==> src/rtl/wb_arbiter2.sv <==
// Two-master Wishbone classic arbiter with round-robin tie-break and an ACK watchdog.
// The grant is held for the owner's whole CYC; a slave that never terminates is aborted with ERR.
module wb_arbiter2 #(
    parameter int WISHBONE_ADDR_WIDTH = 32,
    parameter int WISHBONE_BUS_WIDTH  = 32,
    parameter int TIMEOUT_CYCLES      = 255
) (
    input  logic                              CLK_I,
    input  logic                              RST_I,

    input  logic                              M0_CYC_I,
    input  logic                              M0_STB_I,
    input  logic                              M0_WE_I,
    input  logic [WISHBONE_ADDR_WIDTH-1:0]    M0_ADR_I,
    input  logic [WISHBONE_BUS_WIDTH-1:0]     M0_DAT_I,
    input  logic [WISHBONE_BUS_WIDTH/8-1:0]   M0_SEL_I,
    output logic [WISHBONE_BUS_WIDTH-1:0]     M0_DAT_O,
    output logic                              M0_ACK_O,
    output logic                              M0_ERR_O,

    input  logic                              M1_CYC_I,
    input  logic                              M1_STB_I,
    input  logic                              M1_WE_I,
    input  logic [WISHBONE_ADDR_WIDTH-1:0]    M1_ADR_I,
    input  logic [WISHBONE_BUS_WIDTH-1:0]     M1_DAT_I,
    input  logic [WISHBONE_BUS_WIDTH/8-1:0]   M1_SEL_I,
    output logic [WISHBONE_BUS_WIDTH-1:0]     M1_DAT_O,
    output logic                              M1_ACK_O,
    output logic                              M1_ERR_O,

    output logic                              S_CYC_O,
    output logic                              S_STB_O,
    output logic                              S_WE_O,
    output logic [WISHBONE_ADDR_WIDTH-1:0]    S_ADR_O,
    output logic [WISHBONE_BUS_WIDTH-1:0]     S_DAT_O,
    output logic [WISHBONE_BUS_WIDTH/8-1:0]   S_SEL_O,
    input  logic [WISHBONE_BUS_WIDTH-1:0]     S_DAT_I,
    input  logic                              S_ACK_I,
    input  logic                              S_ERR_I,

    output logic [1:0]                        GNT_O,
    output logic                              TIMEOUT_O
);

    // A zero timeout still needs a legal one-bit counter even though it never counts.
    localparam int WD_W = (TIMEOUT_CYCLES > 0) ? $clog2(TIMEOUT_CYCLES + 1) : 1;
    localparam logic [WD_W-1:0] WD_MAX = WD_W'(TIMEOUT_CYCLES);
    localparam bit WD_ENABLE = (TIMEOUT_CYCLES > 0);

    typedef enum logic [1:0] {
        ST_IDLE,
        ST_GRANT,
        ST_ABORT
    } state_t;

    state_t            state_reg, state_next;
    logic              owner_reg, owner_next;
    logic              last_reg, last_next;
    logic [WD_W-1:0]   wd_cnt_reg, wd_cnt_next;
    logic              timeout_reg, timeout_next;

    logic                            own_cyc;
    logic                            own_stb;
    logic                            own_we;
    logic [WISHBONE_ADDR_WIDTH-1:0]  own_adr;
    logic [WISHBONE_BUS_WIDTH-1:0]   own_dat;
    logic [WISHBONE_BUS_WIDTH/8-1:0] own_sel;
    logic                            in_grant;
    logic                            wd_hit;

    assign own_cyc = owner_reg ? M1_CYC_I : M0_CYC_I;
    assign own_stb = owner_reg ? M1_STB_I : M0_STB_I;
    assign own_we  = owner_reg ? M1_WE_I  : M0_WE_I;
    assign own_adr = owner_reg ? M1_ADR_I : M0_ADR_I;
    assign own_dat = owner_reg ? M1_DAT_I : M0_DAT_I;
    assign own_sel = owner_reg ? M1_SEL_I : M0_SEL_I;

    assign in_grant = (state_reg == ST_GRANT);

    // A termination arriving on the threshold cycle takes priority over the abort.
    assign wd_hit = WD_ENABLE && in_grant && own_stb && (wd_cnt_reg == WD_MAX)
                    && !S_ACK_I && !S_ERR_I;

    assign M0_DAT_O  = S_DAT_I;
    assign M1_DAT_O  = S_DAT_I;
    assign TIMEOUT_O = timeout_reg;
    assign GNT_O     = (state_reg == ST_IDLE) ? 2'b00 : {owner_reg, ~owner_reg};

    always_ff @(posedge CLK_I or posedge RST_I) begin
        if (RST_I) begin
            state_reg   <= ST_IDLE;
            owner_reg   <= 1'b0;
            last_reg    <= 1'b1;
            wd_cnt_reg  <= '0;
            timeout_reg <= 1'b0;
        end else begin
            state_reg   <= state_next;
            owner_reg   <= owner_next;
            last_reg    <= last_next;
            wd_cnt_reg  <= wd_cnt_next;
            timeout_reg <= timeout_next;
        end
    end

    always_comb begin
        state_next   = state_reg;
        owner_next   = owner_reg;
        last_next    = last_reg;
        wd_cnt_next  = '0;
        timeout_next = wd_hit;

        unique case (state_reg)
            ST_IDLE: begin
                if (M0_CYC_I && M1_CYC_I) begin
                    owner_next = ~last_reg;
                    state_next = ST_GRANT;
                end else if (M0_CYC_I) begin
                    owner_next = 1'b0;
                    state_next = ST_GRANT;
                end else if (M1_CYC_I) begin
                    owner_next = 1'b1;
                    state_next = ST_GRANT;
                end
            end
            ST_GRANT: begin
                if (!own_cyc) begin
                    state_next = ST_IDLE;
                    last_next  = owner_reg;
                end else if (wd_hit) begin
                    state_next = ST_ABORT;
                end else if (WD_ENABLE && own_stb && !S_ACK_I && !S_ERR_I) begin
                    wd_cnt_next = wd_cnt_reg + WD_W'(1);
                end
            end
            ST_ABORT: begin
                if (!own_cyc) begin
                    state_next = ST_IDLE;
                    last_next  = owner_reg;
                end
            end
            default: state_next = ST_IDLE;
        endcase
    end

    always_comb begin
        S_CYC_O  = 1'b0;
        S_STB_O  = 1'b0;
        S_WE_O   = 1'b0;
        S_ADR_O  = '0;
        S_DAT_O  = '0;
        S_SEL_O  = '0;
        M0_ACK_O = 1'b0;
        M0_ERR_O = 1'b0;
        M1_ACK_O = 1'b0;
        M1_ERR_O = 1'b0;

        if (in_grant) begin
            S_CYC_O = own_cyc;
            S_STB_O = own_stb;
            S_WE_O  = own_we;
            S_ADR_O = own_adr;
            S_DAT_O = own_dat;
            S_SEL_O = own_sel;
            if (owner_reg) begin
                M1_ACK_O = S_ACK_I;
                M1_ERR_O = S_ERR_I | wd_hit;
            end else begin
                M0_ACK_O = S_ACK_I;
                M0_ERR_O = S_ERR_I | wd_hit;
            end
        end
    end

endmodule

==> config.mk <==
export PLATFORM = sky130hd
export DESIGN_NAME = wb_arbiter2
export DESIGN_NICKNAME = d
export VERILOG_FILES = /design/src/rtl/wb_arbiter2.sv
export SDC_FILE = /design/constraint.sdc
export NUM_CORES = 1
export LEC_CHECK = 0
export BUFFER_PORTS_ARGS = -buffer_cell sky130_fd_sc_hd__buf_2
export CAP_MARGIN = 20
export CELL_PAD_IN_SITES_DETAIL_PLACEMENT = 1
export CELL_PAD_IN_SITES_GLOBAL_PLACEMENT = 1
export CORE_AREA = 2 2 123 125
export CTS_BUF_LIST = sky130_fd_sc_hd__clkbuf_8
export DETAILED_ROUTE_END_ITERATION = 8
export DIE_AREA = 0 0 125 127
export GPL_TIMING_DRIVEN = 0
export PLACE_DENSITY_LB_ADDON = 0.3
export SLEW_MARGIN = 20
export SYNTH_ARGS = -nofsm -noshare
export SYNTH_HDL_FRONTEND = slang
export SYNTH_SLANG_ARGS = --single-unit
==> constraint.sdc <==
create_clock -name CLK_I -period 2.1 [get_ports CLK_I]
set_input_delay 0.21 -clock CLK_I [delete_from_list [all_inputs] [get_ports CLK_I]]
set_output_delay 0.21 -clock CLK_I [all_outputs]
set_load 0.05 [all_outputs]
Word level (Yosys, flattened, before mapping) --
Cells that the tools add are included.
Word-level totals: flip-flop bits (word level) 13, bits in latches 0, bits in writable memories 0, memory bits (read-only) 0, input bits 178, output and inout bits 142, word-level logic and storage cells 66, memories 0
Operators by class: add/subtract/negate cells 1, multiply operators 0, divide/modulo/power cells 0, magnitude comparators 0, equal/unequal tests 6, shift operators 0, multiplexer cells 35, bitwise gates (word level) 4, reductions and logical operators 15
Operator list (number):
- 32-bit 2-to-1 mux | 4
- 8-bit 2-to-1 mux | 4
- 1-bit 2-to-1 mux | 17
- 2-bit 2-to-1 mux | 7
- 8-bit by 1-bit adder with 8-bit output (second input constant) | 1
- 8-bit equality test (second input constant) | 1
- 4-bit 2-to-1 mux | 2
- 1-bit logical AND | 7
- 2-bit case mux with 3 select lines | 1
- 4-bit by 3-bit != test with 1-bit output (second input constant) | 1
- 2-bit AND reduction | 2
- 3-bit != test (second input constant) | 1
- 1-bit NOT | 3
- 3-bit AND reduction | 1
- 3-bit nonzero test | 1
- 2-bit by 1-bit equality test with 1-bit output (second input constant) | 1
- 2-bit equality test (second input constant) | 1
- 1-bit logical NOT | 2
- 2-bit logical NOT | 1
- 2-bit != test (second input constant) | 1
- 2-bit OR reduction | 1
- 1-bit OR | 1

Logic depth before layout (Yosys ltp) --
depth in word-level cells 8, gate-level depth with buffers 6, mapped depth without buffers 6

Worst setup path after synthesis --
No wires, ideal clock.
path type register to output, from register wd_cnt_reg[0], to output port M0_ERR_O, arrival 1824 ps, required time 1890 ps, path slack 66 ps, cell stages (with the launch flop) 6, path buffers 0, cells stage by stage dfrtp_1 > ha_1 > nand4_1 > nor4_1 > o21ai_0 > nor2_1
Between the ends: longest elaborated chain between the ends 7
RTL lines:
- from (decl) | RTL line 59 | logic [WD_W-1:0] wd_cnt_reg, wd_cnt_next;
- from (signal assigned) | RTL line 100 | wd_cnt_reg <= wd_cnt_next;
- 8-bit equality test | RTL line 81 | assign wd_hit = WD_ENABLE && in_grant && own_stb && (wd_cnt_reg == WD_MAX)
- 1-bit logical AND | RTL line 81
- 1-bit logical AND (2 in a row) | RTL line 82 | && !S_ACK_I && !S_ERR_I;
- 1-bit OR | RTL line 169 | M0_ERR_O = S_ERR_I | wd_hit;
- 1-bit 2-to-1 mux | RTL line 164 | if (owner_reg) begin
- 1-bit 2-to-1 mux | RTL line 157 | if (in_grant) begin
- to (decl) | RTL line 19 | output logic M0_ERR_O,
No other way between the ends.

Worst setup path in the final report --
from register state_reg[1], to output port S_DAT_O[23]
Between the ends: longest elaborated chain between the ends 2
RTL lines:
- from (decl) | RTL line 56 | state_t state_reg, state_next;
- from (signal assigned) | RTL line 97 | state_reg <= state_next;
- 2-bit by 1-bit equality test with 1-bit output | RTL line 78 | assign in_grant = (state_reg == ST_GRANT);
- 32-bit 2-to-1 mux | RTL line 157
- to (decl) | RTL line 35 | output logic [WISHBONE_BUS_WIDTH-1:0] S_DAT_O,
No other way between the ends.

==> results.py <==
metrics = {
    "floorplanning": {
        "initial_core_util_pct": 15.7,
        "coreArea_mm2": 0.0144,
        "die_width_um": 125,
        "core.rowCount": 44,
        "ioPinCount": 320,
        "fp.dieArea_mm2": 0.0159,
        "die_height_um": 127,
    },
    "pwr": {
        "leakage_nw": 2.47,
        "pwr_density_cell_mw_per_mm2": 1350,
        "vdd_drop_max_mv": 0.601,
    },
    "cells_and_area": {
        "most_frequent_cells_in_the_layout": "sky130_fd_sc_hd__buf_2 (272), sky130_fd_sc_hd__nor2_1 (85), sky130_fd_sc_hd__buf_4 (80)",
        "finish.cell_count_without_fillers": 777,
        "multi_input_gate_area_in_the_final_layout_mm2": 0.00137,
        "synthesis_to_finish_area_growth_pct": 80.2,
        "layout_commonest_cell": "sky130_fd_sc_hd__buf_2",
        "post_route_cells_drive_above_1_share_pct": 64.8,
        "fillerInstances": 1853,
        "largest_register_ffs": 8,
        "antenna_diodes": 0,
        "finalNetCount": 776,
        "register_area_um2": 328,
    },
    "timing": {
        "least_margin_pin_slew_ps": 522,
        "relSlewSlack_pct": 65.2,
        "setup_total_negative_slack_ps": 0,
        "slew_violations": 0,
        "min_period_over_period_pct": 93.9,
        "setup_slack_ps": 129,
        "hold_ws_ps": -13.3,
        "report.final.hold_viol_count": 12,
        "max_freq_mhz": 507,
        "worst_clock_skew_ps": 4.03,
        "setup-violations-final": 0,
        "rsz0062_at_grt": "no",
        "min_period_ps": 1970,
    },
    "grt": {
        "grt_antenna_before_repair": 0,
        "global_route.usage.total_pct": 12.4,
        "via_count_of_the_first_global_routing_pass": 3185,
        "grt_first_pass_wirelength_um": 16200,
        "grt.overflow.total": 0,
        "grtUsageMet2_pct": 25.1,
        "top_usage_layer": "met2",
        "grt_start_max_net_pins": 14,
        "use_met3_pct": 2.05,
        "grt.met1_usage_pct": 13.9,
    },
    "route": {
        "drt_pre_antenna_iters": 4,
        "route.detailed.vias_per_inst": 3.95,
        "final_antenna_net_count": 0,
        "routedWlPerCell_um": 14.2,
        "detail_route.iter0.violations": 44,
        "dr_total_vias": 3072,
        "postRouteWirelength_um": 11100,
        "post-route-drc-count": 0,
    },
    "logic_synthesis": {
        "number_of_enable_type_register_cells_in_the_synthesized_netlist": 0,
        "synth-seq-area-share_pct": 14.4,
        "yosys_warnings": 0,
        "synthXorXnorAreaFrac_pct": 2.32,
        "synth_top_family_by_area": "multiplexers",
        "post_synth_instance_area_mm2": 0.00226,
        "syn-num-nets": 483,
        "synth_mux_area_share_pct": 31.4,
        "simple_gate_area_share_of_the_yosys_netlist_pct": 19.3,
        "synth_top_cell_by_area": "sky130_fd_sc_hd__mux2i_1",
        "syn_avg_cell_area_um2": 7.52,
        "yosysUniqueCellTypes": 29,
        "yosys.area_share.adder_pct": 2.21,
        "synth_async_sr_flop_share_pct": 100,
        "synth_seq_cells": 13,
        "synth-main-ff-cell": "sky130_fd_sc_hd__dfrtp_1",
        "syn-instance-count": 301,
        "synth_top_area_share_pct": 30.9,
        "leading_cell_types_by_total_area_after_synthesis": "sky130_fd_sc_hd__mux2i_1 (31%), sky130_fd_sc_hd__buf_4 (21%), sky130_fd_sc_hd__nor2_1 (14%)",
        "synth-compound-area-share_pct": 4.48,
    },
    "clock_tree": {
        "clk_pin_slew_worst_paths_ps": 60,
        "cts.sink_count": 13,
        "cts.htree.levels": 1,
        "max-clock-path-buffers": 2,
        "tritoncts": "done",
        "insertion_delay_ps": 250,
        "number_of_buffers_created_by_cts": 3,
        "clock-root-buffer": "sky130_fd_sc_hd__clkbuf_8",
    },
    "worst_setup_path": {
        "crit_path_end_kind": "output port",
        "setup.worst_path.class": "register to output port",
        "cp.arrival_ps": 1760,
        "sort_of_element_at_the_start_of_the_critical_path": "register",
        "largest_fanout_on_the_critical_path": 10,
        "critical_path_required_ps": 1890,
    },
    "placement": {
        "dp_cells": 772,
        "place_hpwl_um": 9660,
        "place_ws_ps": -4.52,
        "routabilityCongestion": 0.795,
        "portBuffers": 287,
    },
    "job": {
        "cap_violations": 0,
    },
    "status": {
        "failing_checks": "hold timing",
        "status": "complete, but fails checks",
    },
    "worst_hold_path": {
        "min-delay-path-class": "input pin to asynchronous set/reset pin",
    },
}
critical path, stage by stage, from the launching register on:
cell	delay [ps]
sky130_fd_sc_hd__dfrtp_1	380
sky130_fd_sc_hd__inv_1	100
sky130_fd_sc_hd__ha_2	260
sky130_fd_sc_hd__inv_2	110
sky130_fd_sc_hd__clkbuf_1	230
sky130_fd_sc_hd__nor2_1	160
sky130_fd_sc_hd__buf_2	270
cells in the mapped netlist (all sizes together) (2+ instances only):
| master | instances |
|---|---|
| clkbuf | 8 |
| ha | 4 |
| a21oi | 4 |
| and3 | 2 |
| dfrtp | 12 |
| mux2i | 70 |
| o21ai | 6 |
| inv | 9 |
| xnor2 | 2 |
| nor4 | 2 |
| buf | 72 |
| nand3 | 3 |
| nand4 | 2 |
| nor2 | 85 |
| nand2 | 7 |
| xor2 | 4 |
path summary, 6_finish.rpt:
kind | from | to | slack (ps) | depth (start not counted)
hold / removal | RST_I | wd_cnt_reg[7]$_DFF_PP0_ | -10 | 2
setup / recovery | state_reg[1]$_DFFE_PP0P_ | S_DAT_O[23] | 130 | 6
setup reg to reg | state_reg[1]$_DFFE_PP0P_ | state_reg[0]$_DFFE_PP0P_ | 250 | 6
min in group CLK_I | M1_CYC_I | owner_reg$_DFFE_PP0P_ | 280 | 2
hold reg to reg | wd_cnt_reg[0]$_DFF_PP0_ | wd_cnt_reg[0]$_DFF_PP0_ | 520 | 1
max in group asynchronous | RST_I | wd_cnt_reg[0]$_DFF_PP0_ | 1740 | 2
metal layers:
metal / share of wire (%) / vias up
met1: 37 / 1396
met3: 7.3 / 6
li1: - / 1516
met4: 0.68 / 0
met2: 55 / 154
met5: 0 / -
through the flow:
step / instance area [um^2] / util [%] / total power, mW
floorplan: 2260 / - / 4.07
global placement: 3930 / 27.3 / 5.13
detailed placement: 3930 / 27.3 / 5.18
CTS: 4020 / 27.9 / 5.52
global route: 4080 / 28.3 / 5.79
finish: 4080 / 28.3 / 5.49
power by group:
| part | leakage (nW) | switching [mW] | internal (mW) | total (mW) |
|---|---|---|---|---|
| clock network | 0.0255 | 0.0994 | 0.131 | 0.231 |
| registers | 0.173 | 0.0333 | 0.286 | 0.320 |
| logic | 2.28 | 3.55 | 1.39 | 4.94 |
final cells by class:
| cell class | instances | share of cell area (%) |
|---|---|---|
| clock buffers | 3 | 1.01 |
| clock inverters | 1 | 0.123 |
| well taps | 184 | 5.64 |
| multi-input cells | 199 | 33.6 |
| flip-flops and latches | 13 | 8.03 |
| inverters | 9 | 0.828 |
| repair buffers | 289 | 36.8 |
| plain buffers | 79 | 14.0 |
logic make-up after synthesis:
family / count (synthesis)
compound gates: 14
simple gates: 104
fa+ha+maj: 4
xor+xnor: 6
buf+inv: 89
flops: 13
mux: 71
what timing repair did:
item	4_1_cts	5_1_grt
pin swaps	1	2
resized for setup	21	18
endpoints found under the setup margin	73	27
hold buffers	0	0
setup buffers	0	2
No activity file was read; power rests on OpenSTA's default activity.
